**config.mk**
```make
export PLATFORM = sky130hd
export DESIGN_NAME = uart_tx_fifo
export DESIGN_NICKNAME = d
export VERILOG_FILES = /design/src/rtl/uart_tx_fifo.sv
export SDC_FILE = /design/constraint.sdc
export NUM_CORES = 1
export LEC_CHECK = 0
export BUFFER_PORTS_ARGS = -buffer_cell sky130_fd_sc_hd__buf_4
export CAP_MARGIN = 0
export CORE_ASPECT_RATIO = 0.5
export CORE_MARGIN = 1.5
export CORE_UTILIZATION = 55
export DETAILED_ROUTE_END_ITERATION = 7
export PLACE_DENSITY = 0.81
export SETUP_SLACK_MARGIN = 0.15
export SYNTH_ARGS = -nofsm -noshare
export SYNTH_HDL_FRONTEND = slang
export SYNTH_SLANG_ARGS = --single-unit
```
**constraint.sdc**
```tcl
create_clock -name clk_27mhz -period 3.2 [get_ports clk_27mhz]
set_input_delay 0.64 -clock clk_27mhz [delete_from_list [all_inputs] [get_ports clk_27mhz]]
set_output_delay 0.64 -clock clk_27mhz [all_outputs]
set_load 0.005 [all_outputs]
```
**src/rtl/uart_tx_fifo.sv**
```systemverilog
// Byte FIFO that drains queued bytes into the UART transmitter through the
// send_trig/send_data handshake, holding send_data stable for each frame.
module uart_tx_fifo #(
    parameter int DEPTH_LOG2  = 4,
    parameter int BSY_TIMEOUT = 8
) (
    input  logic                  clk_27mhz,
    input  logic                  rst,
    input  logic                  wr_en,
    input  logic [7:0]            wr_data,
    input  logic                  flush,
    input  logic                  clr_err,
    input  logic                  tx_bsy,
    output logic                  send_trig,
    output logic [7:0]            send_data,
    output logic                  full,
    output logic                  empty,
    output logic [DEPTH_LOG2:0]   level,
    output logic                  overflow,
    output logic                  hs_err
);

    localparam int DEPTH = 1 << DEPTH_LOG2;
    localparam int CW    = $clog2(BSY_TIMEOUT + 1);

    typedef enum logic [1:0] {IDLE, WAIT_BSY, WAIT_DONE} state_t;

    state_t                state, state_nxt;
    logic [7:0]            mem [DEPTH];
    logic [DEPTH_LOG2-1:0] rd_ptr, wr_ptr;
    logic [CW-1:0]         cnt, cnt_nxt;
    logic                  pop, push, hs_set, trig_nxt;

    // full/empty decode only the level register, never wr_en
    assign full  = (level == (DEPTH_LOG2 + 1)'(DEPTH));
    assign empty = (level == '0);
    assign push  = wr_en && !full && !flush;

    always_comb begin
        state_nxt = state;
        cnt_nxt   = cnt;
        pop       = 1'b0;
        trig_nxt  = 1'b0;
        hs_set    = 1'b0;
        unique case (state)
            IDLE: begin
                if (!empty && !tx_bsy && !flush) begin
                    pop       = 1'b1;
                    trig_nxt  = 1'b1;
                    cnt_nxt   = '0;
                    state_nxt = WAIT_BSY;
                end
            end
            WAIT_BSY: begin
                if (tx_bsy) begin
                    state_nxt = WAIT_DONE;
                end else begin
                    cnt_nxt = cnt + 1'b1;
                    if (cnt_nxt == CW'(BSY_TIMEOUT)) begin
                        hs_set    = 1'b1;
                        state_nxt = IDLE;
                    end
                end
            end
            WAIT_DONE: begin
                if (!tx_bsy) state_nxt = IDLE;
            end
            default: state_nxt = IDLE;
        endcase
    end

    always_ff @(posedge clk_27mhz) begin
        if (rst) begin
            state <= IDLE;
            cnt   <= '0;
        end else begin
            state <= state_nxt;
            cnt   <= cnt_nxt;
        end
    end

    always_ff @(posedge clk_27mhz) begin
        if (push) mem[wr_ptr] <= wr_data;
    end

    always_ff @(posedge clk_27mhz) begin
        if (rst) begin
            rd_ptr    <= '0;
            wr_ptr    <= '0;
            level     <= '0;
            send_trig <= 1'b0;
            send_data <= '0;
            overflow  <= 1'b0;
            hs_err    <= 1'b0;
        end else begin
            send_trig <= trig_nxt;
            if (pop) send_data <= mem[rd_ptr];
            if (push) wr_ptr <= wr_ptr + 1'b1;
            if (flush) begin
                rd_ptr <= wr_ptr;
                level  <= '0;
            end else begin
                if (pop) rd_ptr <= rd_ptr + 1'b1;
                if (push && !pop)      level <= level + 1'b1;
                else if (pop && !push) level <= level - 1'b1;
            end
            // a new error event outranks a coincident clear
            if (wr_en && full && !flush) overflow <= 1'b1;
            else if (clr_err)            overflow <= 1'b0;
            if (hs_set)       hs_err <= 1'b1;
            else if (clr_err) hs_err <= 1'b0;
        end
    end

endmodule

```
Word-level counts from Yosys, hierarchy flattened
Memory sizes are Yosys's and may differ from the RTL's. A register that Yosys moved wholly into a read port is not among the register bits.
Cells that the tools add are included.
Storage, ports and cells
  register bits: 22
  memory bits (writable): 128
  bits of input ports: 14
  output and inout port bits: 18
  memories: 1
Memories
  mem: words 16, bits a word 8, rd ports 1, clocked after Yosys merged registers in 1, write ports 1, RTL line 29  | logic [7:0] mem [DEPTH];
Cells by class
  add/sub/neg operators: 5
  equality and inequality tests: 8
  muxes and demuxes: 22
  reductions and logical operators: 24
Operators with widths (number)
  $mux W4: 4
  $add A4 B1 Y4 const B: 3
  $mux W1: 10
  $mux W5: 2
  $reduce_bool A2 Y1: 5
  $logic_and A1 B1 Y1: 8
  $mux W2: 4
  $pmux W4 S2: 1
  $logic_not A1 Y1: 6
  $ne A2 B2 Y1 const B: 3
  $pmux W2 S3: 1
  $reduce_and A3 Y1: 2
  $add A5 B1 Y5 const B: 1
  $eq A5 B5 Y1 const B: 1
  $logic_not A5 Y1: 1
  $sub A5 B1 Y5 const B: 1
  $eq A4 B4 Y1 const B: 1
  $ne A3 B3 Y1 const B: 1
  $eq A2 B1 Y1 const B: 1
  $eq A2 B2 Y1 const B: 1
  $logic_not A2 Y1: 1
  $reduce_or A2 Y1: 1

Longest topological paths before layout
  depth in word-level cells: 9
  mapped depth: 12

Least setup slack after synthesis
No wires, ideal clock.
  path type: input to register
  start: input flush
  end: register level[4]
  library setup time: 0.072 ns
  data arrival time: 2.710 ns
  data required time: 3.128 ns
  slack: 0.418 ns
  cell stages on the path: 11
  path buffers: 1
  cells stage by stage: nor4_1 a21boi_4 inv_4 buf_6 ha_1 inv_1 ha_1 a21o_1 a21oi_1 mux2i_1 mux2i_1
Between the ends
  cells in the longest elaborated chain, start to end: 7
  elaborated cells between the ends (all ways): 12
  those cells by class: mux: 3; reduce/logical: 9
Ends and longest elaborated chain
  start, declared: RTL line 11  | input logic flush,
  $logic_not A1 Y1: RTL line 37, 47
  $logic_and A1 B1 Y1: RTL line 47  | if (!empty && !tx_bsy && !flush) begin
  $mux W1: RTL line 47
  $mux W1: RTL line 45  | unique case (state)
  $logic_not A1 Y1: RTL line 104  | if (push && !pop) level <= level + 1'b1;
  $logic_and A1 B1 Y1: RTL line 104
  $mux W5 / $reduce_bool A2 Y1 (equally long branches)
  end signal, assigned: RTL line 104
  end signal, assigned: RTL line 105  | else if (pop && !push) level <= level - 1'b1;
  end, declared: RTL line 18  | output logic [DEPTH_LOG2:0] level,
Several ways; a longest one is shown, not always the timed one.
A chain may end at the register's enable or synchronous reset.

Worst setup path in the final report
  start: register level[0]
  end: register level[4]
Between the ends
  cells in the longest elaborated chain, start to end: 9
  elaborated cells between the ends (all ways): 19
  those cells by class: add/sub: 2; eq/ne: 1; mux: 4; reduce/logical: 12
Ends and longest elaborated chain
  $logic_not A5 Y1: RTL line 36  | assign empty = (level == '0);
  $logic_not A1 Y1: RTL line 47
  $logic_and A1 B1 Y1 (2 in series): RTL line 47
  $mux W1: RTL line 47
  $mux W1: RTL line 45
  $logic_not A1 Y1: RTL line 104
  $logic_and A1 B1 Y1: RTL line 104
  $mux W5 / $reduce_bool A2 Y1 (equally long branches)
Several ways; a longest one is shown, not always the timed one. The select of a mux whose other input is x is not followed.

==> results.yml <==
clock_network:
  cts.sinks: 158
  postCtsHoldBufs: 0
  cts_tree: "done"
  clock_path_buffers: 2
  cts.clk_slew.worst_paths_ns: 0.06
  cts_buffers: 17
  cts_max_level: 4
  postCtsSetupBuffers: 0
  ctsResizeCount: 0
  cts_root_buf: "clkbuf_16"
  clock_latency_ns: 0.43
synthesis:
  synth-async-reset-ratio: 0
  ys.flop_type: "edfxtp_1"
  syn_area_um2: 6540
  synth_edf_count: 128
  synth_cells: 418
  ys_seq_area_frac: 0.680
  netlist.area_leader.share: 0.588
  synth_area_leaders: "edfxtp_1, dfxtp_1, mux2i_1"
  syn_avg_cell_area_um2: 15.6
  ys_types: 45
  synth_fp_nets: 444
  yosys_warnings: 0
  yosys.area.top_type: "edfxtp_1"
  yosys_register_bits: 158
setup_path:
  rr_worst_depth: 10
  required_ns: 3.54
  critPathLaunch: "level[0]"
  end_kind: "flip-flop"
  startpoint_type: "flip-flop"
  critPathArrivalTime_ns: 3.13
  crit_end: "level[4]"
  worstPathMaxFanout: 14
  r2r_end: "level[4]"
  worstReg2RegStart: "level[0]"
  r2r_slack_ns: 0.42
  path_class: "flip-flop to flip-flop"
placed_design:
  portBuffers: 31
  dp_cells: 602
  gp_congestion: 0.839
  place_area_um2: 7000
  dp_hpwl_mm: 8.31
global_routing:
  grt_use_met1: 0.300
  antenna_found_initial: 0
  grt_pass1_wl_mm: 20.7
  use_met3: 0.0826
  grt_overflow_total: 0
  grt_pass1_vias: 3662
  grt_max_degree: 40
  grt.busiest_layer: "met2"
  gr-usage-all-layers: 0.236
  met2_usage: 0.379
run:
  maxCapViolCount: 0
timing:
  hold_viol: 0
  worst_pin_slew_ns: 0.819
  fin_skew_ns: 0.0115
  fin_crit_sh: 0.870
  relSlewSlack: 0.452
  finalSetupViolations: 0
  rsz0062_at_grt: "no"
  min_period_ns: 2.78
  tns_ns: 0
  fmax_mhz: 359
  slew_violations: 0
finish:
  drive_above_1_share: 0.240
  final_cell_mix: "edfxtp_1, buf_4, nor2_1, mux2i_1, dfxtp_1"
  fin_nets: 488
  area_growth_pct: 16.5
  final_common_cell: "edfxtp_1"
  fin_area_um2: 7620
  instances_no_fill: 634
  antennaDiodeCount: 0
  finalCoreUtilization: 0.675
floorplanning:
  initial_core_util: 0.580
  io_pins: 32
  die_x_um: 157
  coreArea_um2: 11300
  die_height_um: 80.1
  num_rows: 27
  die_area_um2: 12600
routing:
  post_drt_via_cell_ratio: 6.05
  routed_wl_mm: 13.7
  wl_per_cell_um: 21.6
  vias: 3836
  drtIter0Drc: 426
  final_antenna_net_count: 0
  drtPass1Iterations: 5
  drc: 0
pwr:
  p_leak_nw: 2.54
  totalPowerFinal_mw: 4.75
  vdd_drop_max_v: 0.000468
  power_density_nw_per_um2: 623
worst_hold_path:
  worstHoldPathType: "input pin to flip-flop"
outcome:
  status: "completed"
[how the worst min path moves through the flow]
stage	start	endpoint	slack [ns]	depth (start not counted)
2_1_floorplan	cnt[3]	cnt[3]	0.47	1
6_report	tx_bsy	state[0]	0.46	2
3_5_place_dp	cnt[3]	cnt[3]	0.50	1
4_1_cts	tx_bsy	state[0]	0.44	2
5_1_grt	tx_bsy	state[0]	0.46	2
3_3_place_gp	cnt[3]	cnt[3]	0.48	1
[synth_stat cells, types with 4 or more instances]
cell type and count:
ha_1 11, nand2_1 11, o22ai_1 16, a211oi_1 13
dfxtp_1 30, inv_1 7, edfxtp_1 128, xnor2_1 8
nor2b_1 4, mux4_2 16, clkbuf_1 10, a21oi_2 6
nor3_1 8, nand3_1 6, xor2_1 4, mux2i_1 37
nor2_1 37, buf_2 11, a21oi_1 13, a211oi_2 6
[state kept, by name (all words and copies together), names as in the netlist]
signal / count
cnt: 4
hs_err: 1
level: 5
mem: 128
overflow: 1
rd_ptr: 4
send_data: 8
send_trig: 1
state: 2
wr_ptr: 4
[layer usage]
layer	vias up	wire [um]
li1	1709	-
met1	1929	5670
met2	172	6540
met3	26	1210
met4	0	270
met5	-	0
[worst max-delay path, cell delays in order, from the launching register on]
cell	delay [ns]
dfxtp_1	0.40
nor4_4	0.48
a21boi_4	0.12
inv_4	0.18
ha_1	0.20
inv_1	0.11
fa_1	0.43
a21o_1	0.17
a21oi_1	0.16
mux2i_1	0.24
mux2i_1	0.21
[logic make-up after synthesis]
logic type | Yosys count | synth area share
flops | 158 | 0.680
simple gates | 81 | 0.0616
compound gates | 69 | 0.0826
mux | 53 | 0.112
buf+inv | 33 | 0.0243
xor+xnor | 12 | 0.0161
fa+ha+maj | 12 | 0.0241
[stage by stage]
stage | setup slack [ns] | hold slack, ns
floorplan | 0.418 | 0.468
global placement | 0.336 | 0.481
detailed placement | 0.283 | 0.496
CTS | 0.398 | 0.440
global route | 0.222 | 0.458
finish | 0.415 | 0.458
[cell type report]
type / count / area [um^2]
tap: 159 / 199
inverter: 8 / 32.5
sequential: 158 / 4450
fill: 717 / 3660
multi-input combinational: 227 / 1940
clock buffer: 20 / 437
timing repair buffer: 50 / 388
clock inverter: 12 / 181
[power by group]
part / internal (mW) / total, mW / switching, mW
combinational: 0.157 / 0.362 / 0.205
clock: 1.31 / 2.10 / 0.790
sequential: 2.25 / 2.29 / 0.0373
No activity file was read; power rests on OpenSTA's default activity.
